[src/rtl/rtc_gen_counter_pkg.sv]
// Shared types and width-parametrised constants for the counter bank.
package rtc_gen_counter_pkg;

    typedef enum logic {
        WRAP     = 1'b0,
        SATURATE = 1'b1
    } lane_mode_t;

    // Returned 64 bits wide; callers size-cast to their own lane width.
    function automatic logic [63:0] lane_max(int unsigned w);
        return (w >= 64) ? '1 : ((64'd1 << w) - 64'd1);
    endfunction

    function automatic logic [63:0] lane_one(int unsigned w);
        return (w > 0) ? 64'd1 : 64'd0;
    endfunction

    function automatic logic [63:0] lane_zero(int unsigned w);
        return lane_max(w) & ~lane_max(w);
    endfunction

endpackage

[src/rtl/rtc_gen_counter_lane.sv]
// One up/down counter lane: load > incr^decr > hold, wrap or saturate on overflow.
// Latency 1 cycle; clken low freezes every register, including the ovf pulse.
module rtc_gen_counter_lane
    import rtc_gen_counter_pkg::*;
#(
    parameter int                 C_WIDTH      = 8,
    parameter int                 C_STEP_WIDTH = 4,
    parameter logic [C_WIDTH-1:0] C_INIT       = '0,
    parameter lane_mode_t         C_MODE       = WRAP
) (
    input  logic                    clk,
    input  logic                    rst_n,
    input  logic                    clken,
    input  logic                    load,
    input  logic                    incr,
    input  logic                    decr,
    input  logic [C_STEP_WIDTH-1:0] step,
    input  logic [C_WIDTH-1:0]      load_value,
    input  logic                    clr_sticky,
    output logic [C_WIDTH-1:0]      count,
    output logic                    is_zero,
    output logic                    is_max,
    output logic                    ovf,
    output logic                    ovf_sticky
);

    localparam logic [C_WIDTH-1:0] MAX  = C_WIDTH'(lane_max(C_WIDTH));
    localparam logic [C_WIDTH-1:0] ZERO = C_WIDTH'(lane_zero(C_WIDTH));

    logic [C_WIDTH:0]   step_ext;
    logic [C_WIDTH:0]   sum;
    logic [C_WIDTH:0]   diff;
    logic [C_WIDTH-1:0] count_nxt;
    logic               ovf_nxt;
    logic               sticky_nxt;

    // One extra bit holds the carry (incr) or borrow (decr).
    assign step_ext = {{(C_WIDTH + 1 - C_STEP_WIDTH){1'b0}}, step};
    assign sum      = {1'b0, count} + step_ext;
    assign diff     = {1'b0, count} - step_ext;

    always_comb begin
        count_nxt = count;
        ovf_nxt   = 1'b0;
        if (load) begin
            count_nxt = load_value;
        end else if ((incr ^ decr) && (step != '0)) begin
            if (incr) begin
                ovf_nxt   = sum[C_WIDTH];
                count_nxt = (sum[C_WIDTH] && (C_MODE == SATURATE)) ? MAX : sum[C_WIDTH-1:0];
            end else begin
                ovf_nxt   = diff[C_WIDTH];
                count_nxt = (diff[C_WIDTH] && (C_MODE == SATURATE)) ? ZERO : diff[C_WIDTH-1:0];
            end
        end
    end

    assign sticky_nxt = ovf_nxt | (ovf_sticky & ~clr_sticky);

    always_ff @(posedge clk or negedge rst_n) begin
        if (!rst_n) begin
            count      <= C_INIT;
            is_zero    <= (C_INIT == ZERO);
            is_max     <= (C_INIT == MAX);
            ovf        <= 1'b0;
            ovf_sticky <= 1'b0;
        end else if (clken) begin
            count      <= count_nxt;
            is_zero    <= (count_nxt == ZERO);
            is_max     <= (count_nxt == MAX);
            ovf        <= ovf_nxt;
            ovf_sticky <= sticky_nxt;
        end
    end

endmodule

[src/rtl/rtc_gen_counter_bank.sv]
// Bank of C_CHANNELS independent counter lanes over flattened per-lane vectors.
// Latency 1 cycle; no backpressure, clken is the only global stall.
module rtc_gen_counter_bank
    import rtc_gen_counter_pkg::*;
#(
    parameter int                    C_CHANNELS   = 4,
    parameter int                    C_WIDTH      = 8,
    parameter int                    C_STEP_WIDTH = 4,
    parameter logic [C_WIDTH-1:0]    C_INIT       = '0,
    parameter logic [C_CHANNELS-1:0] C_SATURATE   = '0
) (
    input  logic                               clk,
    input  logic                               rst_n,
    input  logic                               clken,
    input  logic [C_CHANNELS-1:0]              load,
    input  logic [C_CHANNELS-1:0]              incr,
    input  logic [C_CHANNELS-1:0]              decr,
    input  logic [C_CHANNELS*C_STEP_WIDTH-1:0] step,
    input  logic [C_CHANNELS*C_WIDTH-1:0]      load_value,
    input  logic [C_CHANNELS-1:0]              clr_sticky,
    output logic [C_CHANNELS*C_WIDTH-1:0]      count,
    output logic [C_CHANNELS-1:0]              is_zero,
    output logic [C_CHANNELS-1:0]              is_max,
    output logic [C_CHANNELS-1:0]              ovf,
    output logic [C_CHANNELS-1:0]              ovf_sticky
);

    for (genvar i = 0; i < C_CHANNELS; i++) begin : g_lane
        rtc_gen_counter_lane #(
            .C_WIDTH      (C_WIDTH),
            .C_STEP_WIDTH (C_STEP_WIDTH),
            .C_INIT       (C_INIT),
            .C_MODE       (C_SATURATE[i] ? SATURATE : WRAP)
        ) u_lane (
            .clk        (clk),
            .rst_n      (rst_n),
            .clken      (clken),
            .load       (load[i]),
            .incr       (incr[i]),
            .decr       (decr[i]),
            .step       (step[i*C_STEP_WIDTH +: C_STEP_WIDTH]),
            .load_value (load_value[i*C_WIDTH +: C_WIDTH]),
            .clr_sticky (clr_sticky[i]),
            .count      (count[i*C_WIDTH +: C_WIDTH]),
            .is_zero    (is_zero[i]),
            .is_max     (is_max[i]),
            .ovf        (ovf[i]),
            .ovf_sticky (ovf_sticky[i])
        );
    end

endmodule
[config.mk]
export PLATFORM = sky130hd
export DESIGN_NAME = rtc_gen_counter_bank
export DESIGN_NICKNAME = d
export VERILOG_FILES = /design/src/rtl/rtc_gen_counter_pkg.sv /design/src/rtl/rtc_gen_counter_lane.sv /design/src/rtl/rtc_gen_counter_bank.sv
export SDC_FILE = /design/constraint.sdc
export NUM_CORES = 1
export LEC_CHECK = 0
export BUFFER_PORTS_ARGS = -buffer_cell sky130_fd_sc_hd__buf_2
export CAP_MARGIN = 20
export CORE_ASPECT_RATIO = 1.1
export CORE_MARGIN = 2
export CORE_UTILIZATION = 45
export DETAILED_ROUTE_END_ITERATION = 12
export GPL_TIMING_DRIVEN = 0
export PLACE_DENSITY_LB_ADDON = 0.3
export SETUP_SLACK_MARGIN = 0.02
export SYNTH_ARGS = -nofsm -noshare
export SYNTH_HDL_FRONTEND = slang
export SYNTH_SLANG_ARGS = --single-unit
[constraint.sdc]
create_clock -name clk -period 2.8 [get_ports clk]
set_clock_uncertainty 0.15 [all_clocks]
set_input_delay 0.56 -clock clk [delete_from_list [all_inputs] [get_ports clk]]
set_output_delay 0.56 -clock clk [all_outputs]
set_load 0.005 [all_outputs]
## Word-level counts from Yosys, hierarchy flattened

Cells that the tools add are included.

| storage, ports and cells | value |
|---|---|
| flip-flop bits (word level) | 48 |
| output and inout port bits | 48 |

| operators by class | value |
|---|---|
| bitwise operators | 16 |
| muxes and demuxes | 24 |
| equal/unequal tests | 4 |
| reductions and logical operators | 12 |
| add/sub/neg operators | 8 |

Operators with widths:

| operator | number |
|---|---|
| two-way mux 8 bit | 12 |
| adder 8 x 4 -> 9 bit | 4 |
| subtractor 8 x 4 -> 9 bit | 4 |
| equality test 8 bit (second input constant) | 4 |
| logical NOT 8 bit | 4 |
| nonzero test 4 bit | 4 |
| two-way mux 1 bit | 12 |
| AND 1 bit | 4 |
| logical AND 1 bit | 4 |
| inverter 1 bit | 4 |
| OR 1 bit | 4 |
| XOR 1 bit | 4 |

## Logic depth before layout (Yosys ltp)

| logic depth | value |
|---|---|
| word-level depth | 5 |
| mapped depth | 11 |
| mapped depth without buffers | 11 |

## Hierarchy

From an unflattened synthesis, not the netlist that was laid out.

| unflattened totals | value |
|---|---|
| cell total of the unflattened synthesis | 599 |
| area total of the unflattened synthesis | 5,086.1 sq um |

By module, submodules not included:

| module | times used | seq. area each (sq um) | area an instance (sq um) | cells an instance |
|---|---|---|---|---|
| rtc_gen_counter_lane (g_lane[1].u_lane ...) | 2 | 301.5 | 1,241.2 | 142 |
| rtc_gen_counter_lane (g_lane[0].u_lane) | 1 | 301.5 | 1,346.3 | 160 |
| rtc_gen_counter_lane (g_lane[3].u_lane) | 1 | 301.5 | 1,257.5 | 155 |

## Worst setup path before layout

OpenSTA, ideal clock, no wires.

| path | value |
|---|---|
| path kind | input -> register |
| start | input step[8] |
| end | register g_lane[2].u_lane.is_max |
| arrival | 2,940 ps |
| library setup time | 104 ps |
| required time | 2,546 ps |
| cell stages on the path | 8 |
| buffers on the path | 0 |
| setup slack | -394 ps |
| cells stage by stage | ha_1 -> fa_1 -> nor3b_1 -> nor4b_1 -> nor2_4 -> o311a_1 -> or4_1 -> o41ai_2 |

| on the way | value |
|---|---|
| word-level cells in the longest chain between the ends | 5 |
| elaborated cells on any way between the ends | 8 |

RTL lines:

| what | line | text |
|---|---|---|
| start, declared | rtc_gen_counter_bank.sv:18 | `input logic [C_CHANNELS*C_STEP_WIDTH-1:0] step,` |
| subtractor 8 x 4 -> 9 bit, or another cell as far along | rtc_gen_counter_lane.sv:40 | `assign diff = {1'b0, count} - step_ext;` |
| two-way mux 8 bit or logical AND 1 bit (tied branches) | rtc_gen_counter_lane.sv:48, rtc_gen_counter_lane.sv:47 |  |
| two-way mux 8 bit (*) | rtc_gen_counter_lane.sv:47 | `end else if ((incr ^ decr) && (step != '0)) begin` |
| two-way mux 8 bit (*) | rtc_gen_counter_lane.sv:45 | `if (load) begin` |
| equality test 8 bit (*) | rtc_gen_counter_lane.sv:70 | `is_max <= (count_nxt == MAX);` |
| end signal, assigned | rtc_gen_counter_lane.sv:64 | `is_max <= (C_INIT == MAX);` |
| end signal, assigned | rtc_gen_counter_lane.sv:70 |  |
| end, declared | rtc_gen_counter_lane.sv:22 | `output logic is_max,` |

Mark *: on every way between the ends. The rest lies on a longest branch, timed or not.
A chain may end at the register's enable or synchronous reset.

## Worst setup path after layout

| path | value |
|---|---|
| start | register g_lane[3].u_lane.count[0] |
| end | register g_lane[3].u_lane.is_zero |

| on the way | value |
|---|---|
| word-level cells in the longest chain between the ends | 5 |
| elaborated cells on any way between the ends | 6 |

RTL lines:

| what | line | text |
|---|---|---|
| start, declared | rtc_gen_counter_lane.sv:20 | `output logic [C_WIDTH-1:0] count,` |
| start signal, assigned | rtc_gen_counter_lane.sv:68 | `count <= count_nxt;` |
| subtractor 8 x 4 -> 9 bit or adder 8 x 4 -> 9 bit (tied branches) | rtc_gen_counter_lane.sv:40, rtc_gen_counter_lane.sv:39 |  |
| two-way mux 8 bit | rtc_gen_counter_lane.sv:48 | `if (incr) begin` |
| two-way mux 8 bit (*) | rtc_gen_counter_lane.sv:47 |  |
| two-way mux 8 bit (*) | rtc_gen_counter_lane.sv:45 |  |
| logical NOT 8 bit (*) | rtc_gen_counter_lane.sv:69 | `is_zero <= (count_nxt == ZERO);` |
| end signal, assigned | rtc_gen_counter_lane.sv:63 | `is_zero <= (C_INIT == ZERO);` |
| end signal, assigned | rtc_gen_counter_lane.sv:69 |  |
| end, declared | rtc_gen_counter_lane.sv:21 | `output logic is_zero,` |

Marked as above.

==> impl_metrics.py <==
metrics = {
    "outcome": {
        "status": "finished, violations left",
        "violations": "setup timing",
    },
    "worst_setup_path": {
        "crit_path_max_fanout": 3,
        "arrival_ns": 2.99,
        "reg2reg_from": "g_lane[3].u_lane.count[0]",
        "cp.required_ns": 2.87,
        "reg2reg_depth": 9,
        "r2r_slack_ns": -0.11,
        "worstReg2RegEnd": "g_lane[3].u_lane.is_zero",
        "worstSetupStartpointType": "register",
        "critPathKind": "reg2reg",
        "endpoint_kind": "register",
    },
    "routing": {
        "first_pass_iters": 5,
        "drc_errors": 0,
        "vias": 4649,
        "viasPerCell": 5.78,
        "wl_per_cell_um": 16.6,
        "dr.first_iter.drc_count": 232,
        "finalWirelength_mm": 13.4,
        "antenna_left": 0,
    },
    "timing": {
        "slew_viol_final": 0,
        "hold_violations": 0,
        "finalCritPeriodShare": 1.04,
        "finalSetupViolCount": 2,
        "finalCriticalPeriod_ns": 2.91,
        "max_freq_ghz": 0.343,
        "holdWs_ns": 0.327,
        "setup_slack_ns": -0.114,
        "rsz0062_at_grt": "true",
        "worst_pin_slew_ns": 0.651,
        "max_slew_margin": 0.566,
    },
    "clock_network": {
        "clk_latency_ns": 0.30,
        "clk_pin_slew_ns": 0.09,
        "htree_levels": 2,
        "cts_root_buffer": "clkbuf_8",
        "cts_made_buffers": 5,
        "cts_buffer_depth": 2,
        "cts_tree": "built",
        "cts.sinks": 48,
    },
    "floorplan": {
        "core.rowCount": 38,
        "die_h_um": 110,
        "die_w_um": 101,
        "die-area_um2": 11100,
        "fp.coreArea_um2": 9940,
        "io-pin-count": 115,
        "initial_core_util": 0.464,
    },
    "place": {
        "portBuffers": 110,
        "dp.cells": 788,
        "hpwlAfterDp_mm": 10.0,
        "gp_congestion": 0.965,
        "placed_area_um2": 5340,
        "place_ws_ns": -0.550,
    },
    "synthesis": {
        "synth_cells": 558,
        "postSynthAreaPerCell_um2": 8.27,
        "synthFlopType": "dfrtp_1",
        "synth_cell_types": 66,
        "synth_top_area_frac": 0.239,
        "synth.area.top_cells": "dfrtp_1, ha_1, a21oi_1",
        "yosys.area.top_type": "dfrtp_1",
        "synth_most_common_cell": "nor2_1",
        "async_reset_ff_frac": 1.00,
        "syn-cell-area_um2": 4610,
        "yosys-top-cells-count": "nor2_1, nand2_1, dfrtp_1, inv_1",
        "synth-seq-cells": 48,
        "ys_warn_count": 0,
        "yosysSeqAreaShare": 0.262,
        "synth_edf_count": 0,
        "synth_nets": 669,
    },
    "layout": {
        "instances_no_fill": 805,
        "design_area_um2": 5790,
        "area_growth_pct": 25.6,
        "insertedDiodeCount": 0,
        "finalNetCount": 795,
        "drive_above_1_share": 0.318,
    },
    "power_and_ir_drop": {
        "p_leak_nw": 2.67,
        "p_total_mw": 2.80,
        "p_per_area_nw_per_um2": 483,
        "ir_drop_v": 0.000320,
    },
    "min_path": {
        "min-delay-start": "g_lane[2].u_lane.ovf_sticky",
        "whs_endpoint": "g_lane[2].u_lane.ovf_sticky",
        "whs_path_depth": 2,
        "hold_class": "reg2reg",
    },
    "global_route": {
        "grt_max_degree": 49,
        "grt_pass1_wl_mm": 20.8,
        "antenna_found_initial": 0,
        "gr-usage-all-layers": 0.233,
        "grt-ovfl-total": 0,
        "grt_pass1_vias": 4417,
    },
    "run": {
        "cap_violations": 0,
    },
}
[state kept, by name (all words and copies together), names as in the netlist]
register	count
g_lane.u_lane.ovf_sticky	4
g_lane.u_lane.ovf	4
g_lane.u_lane.is_max	4
g_lane.u_lane.count	32
g_lane.u_lane.is_zero	4
[worst max-delay path, stage by stage (launching register included)]
cell and delay, ns:
dfrtp_1 0.43, ha_4 0.18, fa_2 0.37, nor3b_2 0.18, o31ai_2 0.29, a21oi_2 0.12, xor2_1 0.16, mux2_4 0.27
or4_4 0.48, o32ai_2 0.20
[area by class of cell]
type | instances | area (µm²)
timing repair buffer | 123 | 663
tap | 120 | 150
inverter | 42 | 158
fill | 898 | 4150
multi-input combinational | 421 | 3260
clock inverter | 3 | 42.5
buffer | 43 | 238
clock buffer | 5 | 68.8
sequential | 48 | 1210
[kinds of logic (layout without fill, tap and decap cells)]
kind of cell             count (synthesis)  count (layout)  share of synthesized area
multiplexers                            22              22                     0.0510
AND/OR/NAND/NOR                        192             192                      0.213
flip-flops                              48              48                      0.262
buffers and inverters                   89             216                     0.0890
XOR/XNOR                                23              23                     0.0453
adder cells (fa/ha/maj)                 44              44                      0.132
AO/OA/AOI/OAI                          140             140                      0.208
[through the flow]
stage,util,setup TNS [ns]
finish,0.583,-0.172
global placement,0.538,-2.94
global route,0.583,-0.527
floorplan,-,-0.217
detailed placement,0.538,-3.44
CTS,0.560,-0.111
[routing by layer]
| layer | vias up | GRT usage | wire length [µm] |
|---|---|---|---|
| met4 | 0 | 0.0665 | 199 |
| met2 | 169 | 0.406 | 6600 |
| met3 | 20 | 0.0284 | 677 |
| li1 | 2237 | - | - |
| met1 | 2223 | 0.304 | 5910 |
| met5 | - | 0 | 0 |
[layout by cell type, fill, tap and decap left out, types with 6 or more instances in the layout]
cell,instances
fa_2,6
buf_2,110
nand3_1,7
and3_1,6
a21oi_1,33
a211oi_1,7
nor3_1,14
xor2_1,7
buf_4,27
clkbuf_1,22
nor2b_1,11
dfrtp_1,42
nor2_1,47
o21ai_0,27
xnor2_1,14
inv_1,39
nand2_1,46
nor4_1,7
mux2i_1,10
nand2b_1,7
ha_1,31
mux2_2,11
[worst max-delay path by stage]
stage / from / endpoint / slack (ns) / depth (start not counted)
after CTS: g_lane[3].u_lane.count[0] / g_lane[3].u_lane.is_zero / -0.06 / 9
after floorplan: step[8] / g_lane[2].u_lane.is_max / -0.14 / 8
after detailed placement: step[8] / g_lane[2].u_lane.is_max / -0.55 / 9
after global routing: g_lane[3].u_lane.count[0] / g_lane[3].u_lane.is_zero / -0.20 / 9
after global placement: step[8] / g_lane[2].u_lane.is_max / -0.47 / 9
final: g_lane[3].u_lane.count[0] / g_lane[3].u_lane.is_zero / -0.11 / 9
[power breakdown]
part	internal, mW	switching (mW)	leakage (nW)
sequential	0.789	0.157	0.579
clock	0.264	0.235	0.0541
combinational	0.623	0.730	2.04
[timing repair]
action	CTS	global route
hold buffers	0	1
pin swaps	3	12
endpoints found under the hold margin	0	6
setup buffers	4	9
endpoints found under the setup margin	7	9
resized for setup	21	35
Power figures use the tool's default switching activity.
